<file path="config.mk">
export PLATFORM = sky130hd
export DESIGN_NAME = sram_wr_ctl
export DESIGN_NICKNAME = d
export VERILOG_FILES = /design/src/rtl/sram_wr_ctl.sv
export SDC_FILE = /design/constraint.sdc
export NUM_CORES = 1
export LEC_CHECK = 0
export CAP_MARGIN = 0
export CORE_MARGIN = 2
export CORE_UTILIZATION = 53
export DETAILED_ROUTE_END_ITERATION = 12
export PLACE_DENSITY = 0.75
export SYNTH_ARGS = -nofsm -noshare
export SYNTH_HDL_FRONTEND = slang
export SYNTH_SLANG_ARGS = --single-unit
</file>
<file path="constraint.sdc">
create_clock -name clk -period 7.58 [get_ports clk]
set_input_delay 1.137 -clock clk [delete_from_list [all_inputs] [get_ports clk]]
set_output_delay 1.137 -clock clk [all_outputs]
set_load 0.03 [all_outputs]
</file>
<file path="src/rtl/sram_wr_ctl.sv">
// Write-request FIFO draining to an SRAM write port via a held output stage.
// Optional WR_PARITY_EN adds registered even parity on sram_wpar.
module sram_wr_ctl #(
  parameter int sg_data_width     = 64,
  parameter int sg_address_width  = 12,
  parameter int sg_des_width      = 4,
  parameter int sg_priority_width = 3,
  parameter int fifo_depth        = 8,
  parameter int sram_depth        = 4096
) (
  input  logic                         clk,
  input  logic                         rst,
  input  logic                         request,
  input  logic [sg_priority_width-1:0] wr_priority,
  input  logic [sg_des_width-1:0]      des_port,
  input  logic [sg_address_width-1:0]  address_write,
  input  logic [sg_data_width-1:0]     data_write,
  output logic                         grant,
  output logic                         sram_we,
  output logic [sg_address_width-1:0]  sram_addr,
  output logic [sg_data_width-1:0]     sram_wdata,
  output logic                         sram_wpar,
  input  logic                         sram_ready,
  output logic                         wr_done,
  output logic [sg_des_width-1:0]      wr_done_port,
  output logic [sg_priority_width-1:0] wr_done_prio,
  output logic                         addr_err,
  output logic [$clog2(fifo_depth):0]  fifo_level
);

  localparam int PTRW = $clog2(fifo_depth);
  localparam int LW   = PTRW + 1;

  typedef struct packed {
    logic [sg_priority_width-1:0] prio;
    logic [sg_des_width-1:0]      port;
    logic [sg_address_width-1:0]  addr;
    logic [sg_data_width-1:0]     data;
  } ent_t;

  typedef enum logic {S_IDLE, S_WRITE} st_t;

  ent_t                         r_mem [fifo_depth];
  logic [PTRW-1:0]              r_wptr;
  logic [PTRW-1:0]              r_rptr;
  logic [LW-1:0]                r_level;
  st_t                          r_st;
  st_t                          w_nxt;
  logic [sg_address_width-1:0]  r_addr;
  logic [sg_data_width-1:0]     r_wdata;
  logic [sg_des_width-1:0]      r_port;
  logic [sg_priority_width-1:0] r_prio;
  logic                         r_done;
  logic [sg_des_width-1:0]      r_done_port;
  logic [sg_priority_width-1:0] r_done_prio;
  logic                         r_err;

  logic w_full;
  logic w_empty;
  logic w_acc;
  logic w_in_range;
  logic w_push;
  logic w_pop;
  logic w_done;
  ent_t w_head;
  ent_t w_new;

  assign w_full     = (r_level == LW'(fifo_depth));
  assign w_empty    = (r_level == '0);
  assign grant      = rst & ~w_full;
  assign w_acc      = request & grant;
  assign w_in_range = (32'(address_write) < 32'(sram_depth));
  assign w_push     = w_acc & w_in_range;
  assign w_head     = r_mem[r_rptr];
  assign w_new      = '{wr_priority, des_port,
                        address_write, data_write};

  // Storage needs no reset; pointers and level define validity.
  always_ff @(posedge clk) begin
    if (w_push) r_mem[r_wptr] <= w_new;
  end

  always_ff @(posedge clk or negedge rst) begin
    if (!rst) begin
      r_wptr  <= '0;
      r_rptr  <= '0;
      r_level <= '0;
    end else begin
      if (w_push) r_wptr <= r_wptr + 1'b1;
      if (w_pop)  r_rptr <= r_rptr + 1'b1;
      unique case ({w_push, w_pop})
        2'b10:   r_level <= r_level + 1'b1;
        2'b01:   r_level <= r_level - 1'b1;
        default: r_level <= r_level;
      endcase
    end
  end

  always_ff @(posedge clk or negedge rst) begin
    if (!rst) r_st <= S_IDLE;
    else      r_st <= w_nxt;
  end

  always_comb begin
    w_nxt  = r_st;
    w_pop  = 1'b0;
    w_done = 1'b0;
    unique case (r_st)
      S_IDLE: begin
        if (!w_empty) begin
          w_pop = 1'b1;
          w_nxt = S_WRITE;
        end
      end
      S_WRITE: begin
        if (sram_ready) begin
          w_done = 1'b1;
          if (!w_empty) w_pop = 1'b1;
          else          w_nxt = S_IDLE;
        end
      end
      default: w_nxt = S_IDLE;
    endcase
  end

  always_ff @(posedge clk or negedge rst) begin
    if (!rst) begin
      r_addr  <= '0;
      r_wdata <= '0;
      r_port  <= '0;
      r_prio  <= '0;
    end else if (w_pop) begin
      r_addr  <= w_head.addr;
      r_wdata <= w_head.data;
      r_port  <= w_head.port;
      r_prio  <= w_head.prio;
    end
  end

  always_ff @(posedge clk or negedge rst) begin
    if (!rst) begin
      r_done      <= 1'b0;
      r_done_port <= '0;
      r_done_prio <= '0;
      r_err       <= 1'b0;
    end else begin
      r_done <= w_done;
      r_err  <= w_acc & ~w_in_range;
      if (w_done) begin
        r_done_port <= r_port;
        r_done_prio <= r_prio;
      end
    end
  end

`ifdef WR_PARITY_EN
  logic r_par;

  always_ff @(posedge clk or negedge rst) begin
    if (!rst)       r_par <= 1'b0;
    else if (w_pop) r_par <= ^w_head.data;
  end

  assign sram_wpar = r_par;
`else
  assign sram_wpar = 1'b0;
`endif

  assign sram_we      = (r_st == S_WRITE);
  assign sram_addr    = r_addr;
  assign sram_wdata   = r_wdata;
  assign wr_done      = r_done;
  assign wr_done_port = r_done_port;
  assign wr_done_prio = r_done_prio;
  assign addr_err     = r_err;
  assign fifo_level   = r_level;

endmodule

</file>
==> results.rst, run 1 <==
.. list-table::
   :header-rows: 1

   * - Metric
     - Value
   * - Status
     - finished, final reports clean
   * - Most frequent standard cell in the layout excluding fill and tap cells
     - edfxtp_1
   * - Root buffer cell
     - clkbuf_16
   * - Crit Path Class
     - in -> out
   * - Class of the worst hold path
     - reg -> reg
   * - DRC violation count after routing
     - 0
   * - Logic depth of the worst register-to-register path
     - 5
   * - Final-report setup violation count
     - 0
   * - Avg Inst Size Synth
     - around 17 um^2
   * - Static Leakage
     - 12.4 nW
   * - Worst Setup SP
     - rst
   * - Port buffer count
     - 176
   * - Synth unique cells
     - 34
   * - All-Layer GR Usage
     - 21.7%
   * - Post-DP HPWL
     - 32.1 mm
   * - Ordered list of cells on the worst path
     - buf_6 > and2_4 > clkdlybuf4s50_1
   * - Clk slew on worst S/H paths
     - roughly 0.060 ns
   * - Crit-path slowest cell
     - clkdlybuf4s50_1
   * - Initial antenna violation count
     - 5
   * - Layout Nets
     - 1948
   * - Total overflow reported by the global router
     - 0
   * - Data arrival time at the worst-slack endpoint
     - ~2.6 ns
   * - Minimum clock period
     - 3.77 ns
   * - Pwr per Cell Area
     - 383 nW/um^2
   * - Max Root-Sink Buffers
     - 3
   * - RSZ-0062 raised after global routing
     - no
   * - Startpoint type of the worst setup path
     - input port
   * - Worst reg2reg endpoint
     - r_mem[2][11]
   * - Wire length of the first global-routing pass
     - 93.6 mm
   * - Post-route ant nets
     - 0
   * - FP Rows
     - 85
   * - Number of buffers created by CTS
     - 76
   * - Total number of clock tree sinks
     - 766
   * - Max-slew violations
     - 0
   * - Routed len/inst
     - 23.2 um
   * - Final-layout setup total negative slack
     - 0 ns
   * - CTS tree
     - built
   * - Total Die Area
     - ~57000 um^2
   * - Kind of end point of the critical path
     - output pin
   * - Worst R2R Setup Slack
     - between 4 and 5 ns
   * - Termination of the worst setup path
     - grant
   * - Maximum fanout encountered on the critical timing path
     - 60
   * - Total count of hold-check failures in the final report
     - 0
   * - # Max-Cap Violations
     - 0
   * - Number of warnings reported in the yosys synthesis log
     - 0
   * - Final worst path period share
     - roughly half
   * - Final wirelength
     - 60.6 mm
   * - Required time of the critical path
     - roughly 6.4 ns
   * - Total core area
     - 54000 um^2
   * - Buffers inserted during post-CTS setup optimization
     - 0
   * - Overall power consumption
     - 0.0130 W
   * - Placer congestion estimate
     - 0.730
   * - Post-synthesis instance area
     - 29100 um^2
   * - Worst-skew pair later-pin latency
     - 0.61 ns
   * - Tightest slew margin relative to the limit
     - 19.7%
   * - Ratio of routed vias to standard cells
     - 5.79
   * - Number of filler instances in the final layout
     - about 3800
   * - Skew final
     - 0.0259 ns
   * - Clock H-tree levels
     - 3
   * - Area grow syn2layout
     - 16.8%
   * - Maximum ir drop on the vdd rail
     - ~0.00025 V
   * - Total number of vias
     - 15200
   * - Via count of the first global-routing pass
     - 15900
   * - Final Worst Setup Slack
     - between 3 and 4 ns
   * - IO Pins
     - 179
   * - Leading cell types in the layout, fill and taps excluded
     - edfxtp_1 (664), mux2i_1 (332), nand2_1 (176)
   * - Initial Util
     - 53.9%
   * - Die W
     - 238 um
   * - Maximum clock rate
     - 265 MHz
   * - Post-placement setup slack
     - a little over 3 ns
   * - Share of post-route cells with drive strength above 1
     - 8.70%
   * - Post-layout utilization of the core
     - 63.0%
   * - Pin count of the biggest net entering global routing
     - between 100 and 150
   * - Register bit total from synthesis
     - 766
   * - Transition time at the pin with the least slew margin
     - 1.20 ns
   * - Pre-Repair DR Iteration Count
     - 5
   * - CTS resizes
     - 0
   * - Crit-path max cell delay
     - 0.71 ns
   * - Post-synthesis sequential area ratio
     - between 70% and 80%
   * - Reg-to-Reg Start
     - fifo_level[0]
   * - Die span in y
     - between 200 and 250 um
   * - Number of DRC violations after detailed-routing iteration 0
     - 1179
   * - Post-synthesis cell count
     - 1673
   * - CTS hold repair buffers
     - 0
state kept, by name, indices dropped and copies added, names as in the netlist, 3 cells and up:
register,count
sram_wdata,64
wr_done_prio,3
fifo_level,4
r_port,4
r_prio,3
r_rptr,3
wr_done_port,4
sram_addr,12
r_wptr,3
r_mem,664
worst min path at each step:
stage                   startpoint        endpoint  slack [ns]  cells after the start
floorplan                r_prio[0]       r_prio[0]        0.44                      2
global placement         r_port[0]       r_port[0]        0.46                      2
detailed placement  sram_wdata[56]  sram_wdata[56]        0.46                      2
CTS                 sram_wdata[27]  sram_wdata[27]        0.48                      2
global route        sram_wdata[27]  sram_wdata[27]        0.49                      2
finish              sram_wdata[27]  sram_wdata[27]        0.47                      2
metal layers:
layer | vias up | wire, um | track usage (%)
met1 | 7753 | 25800 | 29.2
li1 | 6872 | - | -
met3 | 84 | 3460 | 4.06
met4 | 6 | 1120 | 6.38
met2 | 450 | 30200 | 36.5
met5 | - | 36 | 0
area by class of cell:
cell class,instances,area [um^2],share of cell area [%]
tap,696,871,2.56
sequential,766,22500,66.1
antenna,2,5.00,0.0147
multi-input combinational,812,6190,18.2
clock inverter,37,339,0.997
inverter,3,13.8,0.0405
clock buffer,105,2180,6.40
timing repair buffer,197,1930,5.68
critical path: cells and delay by family:
family        cells  cell delay [ns]
simple gates      1             0.28
buf+inv           2             1.17
metrics by stage:
stage / cell area (um^2) / std cells / hold WS, ns
4_1_cts: 34000 / 2616 / 0.479
6_report: 34000 / 2618 / 0.470
3_5_place_dp: 31500 / 2474 / 0.463
5_1_grt: 34000 / 2618 / 0.489
3_3_place_gp: 31500 / 2474 / 0.458
2_1_floorplan: 29100 / 1674 / 0.441
power by group:
part / leakage (nW) / switching, W / internal (W)
combinational: 3.98 / 0.00229 / 0.00150
sequential: 7.21 / 0.000382 / 0.00515
clock: 1.23 / 0.00153 / 0.00219
synthesized netlist by cell type (all sizes together):
| library cell | instances | area [um^2] |
|---|---|---|
| edfxtp | 664 | 19900 |
| mux2i | 332 | 3320 |
| nand2 | 176 | 661 |
| a22oi | 166 | 1250 |
| dfrtp | 102 | 2550 |
| nand3 | 87 | 450 |
| buf | 61 | 413 |
| clkbuf | 32 | 120 |
| mux2 | 9 | 101 |
| nor2 | 8 | 30.0 |
| ha | 5 | 62.6 |
| xnor2 | 5 | 43.8 |
| inv | 3 | 11.3 |
| nand2b | 3 | 18.8 |
| nor3 | 3 | 15.0 |
| xor2 | 3 | 26.3 |
| and2 | 2 | 15.0 |
| nor2b | 2 | 12.5 |
| nor4 | 2 | 18.8 |
| a2111oi | 1 | 8.76 |
| a21o | 1 | 8.76 |
| a21oi | 1 | 5.00 |
| conb | 1 | 3.75 |
| nand3b | 1 | 7.51 |
| nor4b | 1 | 8.76 |
| or2 | 1 | 6.26 |
| or4b | 1 | 10.0 |
cell families after synthesis:
kind of cell	after synthesis	share of synthesized area, %
simple gates	287	4.31
mux	341	11.8
other cells	1	0.0129
compound gates	169	4.36
xor+xnor	8	0.241
buf+inv	96	1.87
flops	766	77.2
fa+ha+maj	5	0.215
Note: power is estimated with default switching activity, not from simulation.
==> inputs of run 2 (changes only) <==
==> constraint.sdc (replaced) <==
create_clock -name clk -period 3.37 [get_ports clk]
set_input_delay 0.5055 -clock clk [delete_from_list [all_inputs] [get_ports clk]]
set_output_delay 0.5055 -clock clk [all_outputs]
set_load 0.03 [all_outputs]
==> results.rst, run 2 (synthesis results as in run 1) <==
.. list-table::
   :header-rows: 1

   * - Metric
     - Value
   * - Minimum clock period
     - 2.91 ns
   * - Placed cell areas
     - 31800 um^2 (was 31500 um^2)
   * - Clk slew on worst S/H paths
     - 0.06 ns (about the same)
   * - Final wirelength
     - 60.2 mm (was 60.6 mm)
   * - Total count of hold-check failures in the final report
     - 0 (unchanged)
   * - CTS resizes
     - 0 (unchanged)
   * - Biggest register
     - r_mem (unchanged)
   * - Via count of the first global-routing pass
     - 15900 (about the same)
   * - Wire length of the first global-routing pass
     - 91.9 mm (was 93.6 mm)
   * - Logic depth of the worst register-to-register path
     - 9 (was 5)
   * - Number of placed cells counting well taps
     - 2488 (was 2474)
   * - Pin count of the biggest net entering global routing
     - 86 (was 132)
   * - Total number of vias
     - 15100 (was 15200)
   * - Port buffer count
     - 176 (unchanged)
   * - Total Die Area
     - 56800 um^2 (unchanged)
   * - IO Pins
     - 179 (unchanged)
   * - Total number of clock tree sinks
     - 766 (unchanged)
   * - Final worst path period share
     - 86.4%
   * - # Max-Cap Violations
     - 0 (unchanged)
   * - Required time of the critical path
     - 2.86 ns (was 6.44 ns)
   * - Die span in y
     - 238 um (unchanged)
   * - Post-route ant nets
     - 0 (unchanged)
   * - Reg-to-Reg Start
     - fifo_level[1] (was fifo_level[0])
   * - Clock H-tree levels
     - 3 (unchanged)
   * - Maximum clock rate
     - 343 MHz
   * - Max-slew violations
     - 0 (unchanged)
   * - Crit Path Class
     - reg -> out (was in -> out)
   * - Buffers inserted during post-CTS setup optimization
     - 0 (unchanged)
   * - Worst R2R Setup Slack
     - 0.98 ns (was 4.27 ns)
   * - Number of flip-flops under the largest register name
     - 664 (unchanged)
   * - Initial antenna violation count
     - 10 (was 5)
   * - FP Rows
     - 85 (unchanged)
   * - Number of DRC violations after detailed-routing iteration 0
     - 1170 (was 1179)
   * - Root buffer cell
     - clkbuf_16 (unchanged)
   * - Total overflow reported by the global router
     - 0 (unchanged)
   * - Tightest slew margin relative to the limit
     - 20.1% (was 19.7%)
   * - CTS tree
     - built (unchanged)
   * - Post-Layout Inst Area
     - 34300 um^2 (was 34000 um^2)
   * - Status
     - finished, final reports clean (unchanged)
   * - Final-report setup violation count
     - 0 (unchanged)
   * - RSZ-0062 raised after global routing
     - no (unchanged)
   * - Die W
     - 238 um (unchanged)
   * - Total core area
     - 54000 um^2 (unchanged)
   * - Worst-skew pair later-pin latency
     - 0.60 ns (was 0.61 ns)
   * - Maximum ir drop on the vdd rail
     - 0.000607 V (was 0.000245 V)
   * - Layout Nets
     - 1962 (was 1948)
   * - Most frequent standard cell in the layout excluding fill and tap cells
     - edfxtp_1 (unchanged)
   * - Routed len/inst
     - 22.9 um (was 23.2 um)
   * - Data arrival time at the worst-slack endpoint
     - 2.41 ns (was 2.63 ns)
   * - Pwr per Cell Area
     - 855 nW/um^2 (was 383 nW/um^2)
   * - Startpoint type of the worst setup path
     - flip-flop (was input port)
   * - Share of post-route cells with drive strength above 1
     - 8.91% (was 8.70%)
   * - Post-DP HPWL
     - 33.0 mm (was 32.1 mm)
   * - Max Root-Sink Buffers
     - 3 (unchanged)
   * - Maximum fanout encountered on the critical timing path
     - 8 (was 60)
   * - Leading cell types in the layout, fill and taps excluded
     - edfxtp_1 (664), mux2i_1 (332), nand2_1 (176) (unchanged)
   * - Number of buffers created by CTS
     - 75 (was 76)
   * - Worst hold slack after final layout
     - 0.275 ns (was 0.470 ns)
   * - Kind of end point of the critical path
     - output pin (unchanged)
   * - DRC violation count after routing
     - 0 (unchanged)
   * - Final-layout setup total negative slack
     - 0 ns (unchanged)
   * - Worst reg2reg endpoint
     - fifo_level[2] (was r_mem[2][11])
   * - Static Leakage
     - 12.5 nW (was 12.4 nW)
   * - Final instance count without filler cells
     - 2630 (was 2618)
   * - Pre-Repair DR Iteration Count
     - 5 (unchanged)
   * - Area grow syn2layout
     - 17.8% (was 16.8%)
   * - Ratio of routed vias to standard cells
     - 5.76 (was 5.79)
   * - Initial Util
     - 53.9% (unchanged)
   * - Worst Setup SP
     - fifo_level[1] (was rst)
   * - CTS hold repair buffers
     - 1 (was 0)
   * - All-Layer GR Usage
     - 21.3% (was 21.7%)
   * - Skew final
     - 0.0139 ns (was 0.0259 ns)
   * - Placer congestion estimate
     - 0.762 (was 0.730)
   * - Class of the worst hold path
     - in -> async (was reg -> reg)
   * - Transition time at the pin with the least slew margin
     - 1.20 ns (about the same)
[run 2: cell types whose count changed in the layout (fill, tap and decap cells not counted), moves of 2 or more]
cell,change
inv_6,-2
clkinv_2,-8
diode_2,+2
buf_12,+17
dfrtp_1,-4
buf_4,-3
dfrtp_2,+4
clkbuf_1,+8
[run 2: layout make-up]
cell class,instances,area [um^2]
Multi-Input combinational cell,812,6200
Timing Repair Buffer,212,2260
Clock inverter,24,238
Fill cell,3688,19700
Antenna cell,4,10.0
Clock buffer,113,2220
Sequential cell,766,22500
Tap cell,696,871
Inverter,3,13.8
[run 2: worst max-delay path by stage]
stage,end,slack [ns],depth (start not counted)
after floorplan,r_mem[2][0],-0.32,4
after global placement,fifo_level[2],0.72,9
after detailed placement,r_mem[0][52],0.70,5
after CTS,grant,0.42,3
after global routing,grant,0.38,3
final,grant,0.46,3
[run 2: report_power, final]
group          internal (W)  switching (W)  total [W]
clock               0.00492        0.00332    0.00824
combinational       0.00348        0.00528    0.00876
sequential           0.0116       0.000732     0.0123
total                0.0200        0.00933     0.0293
[run 2: metal layers]
layer,part of all wire [%],track usage [%],routed length [um],up-vias
met5,0.16,0,99,-
met4,2.0,7.10,1190,14
met3,5.7,4.25,3420,95
met2,51,36.7,30800,422
met1,41,27.3,24700,7713
li1,-,-,-,6897
[run 2: per-stage QoR]
stage                     total power, W  util (%)  setup slack, ns
after floorplan                   0.0183         -           -0.321
after global placement            0.0211      58.9            0.721
after detailed placement          0.0213      58.9            0.695
after CTS                         0.0296      63.5            0.418
after global routing              0.0306      63.5            0.382
final                             0.0293      63.5            0.457
[run 2: critical path: stages, from the launching register on]
cell             delay (ns)
dfrtp_2                0.45
or4b_1                 0.58
and2_4                 0.19
clkdlybuf4s50_1        0.59
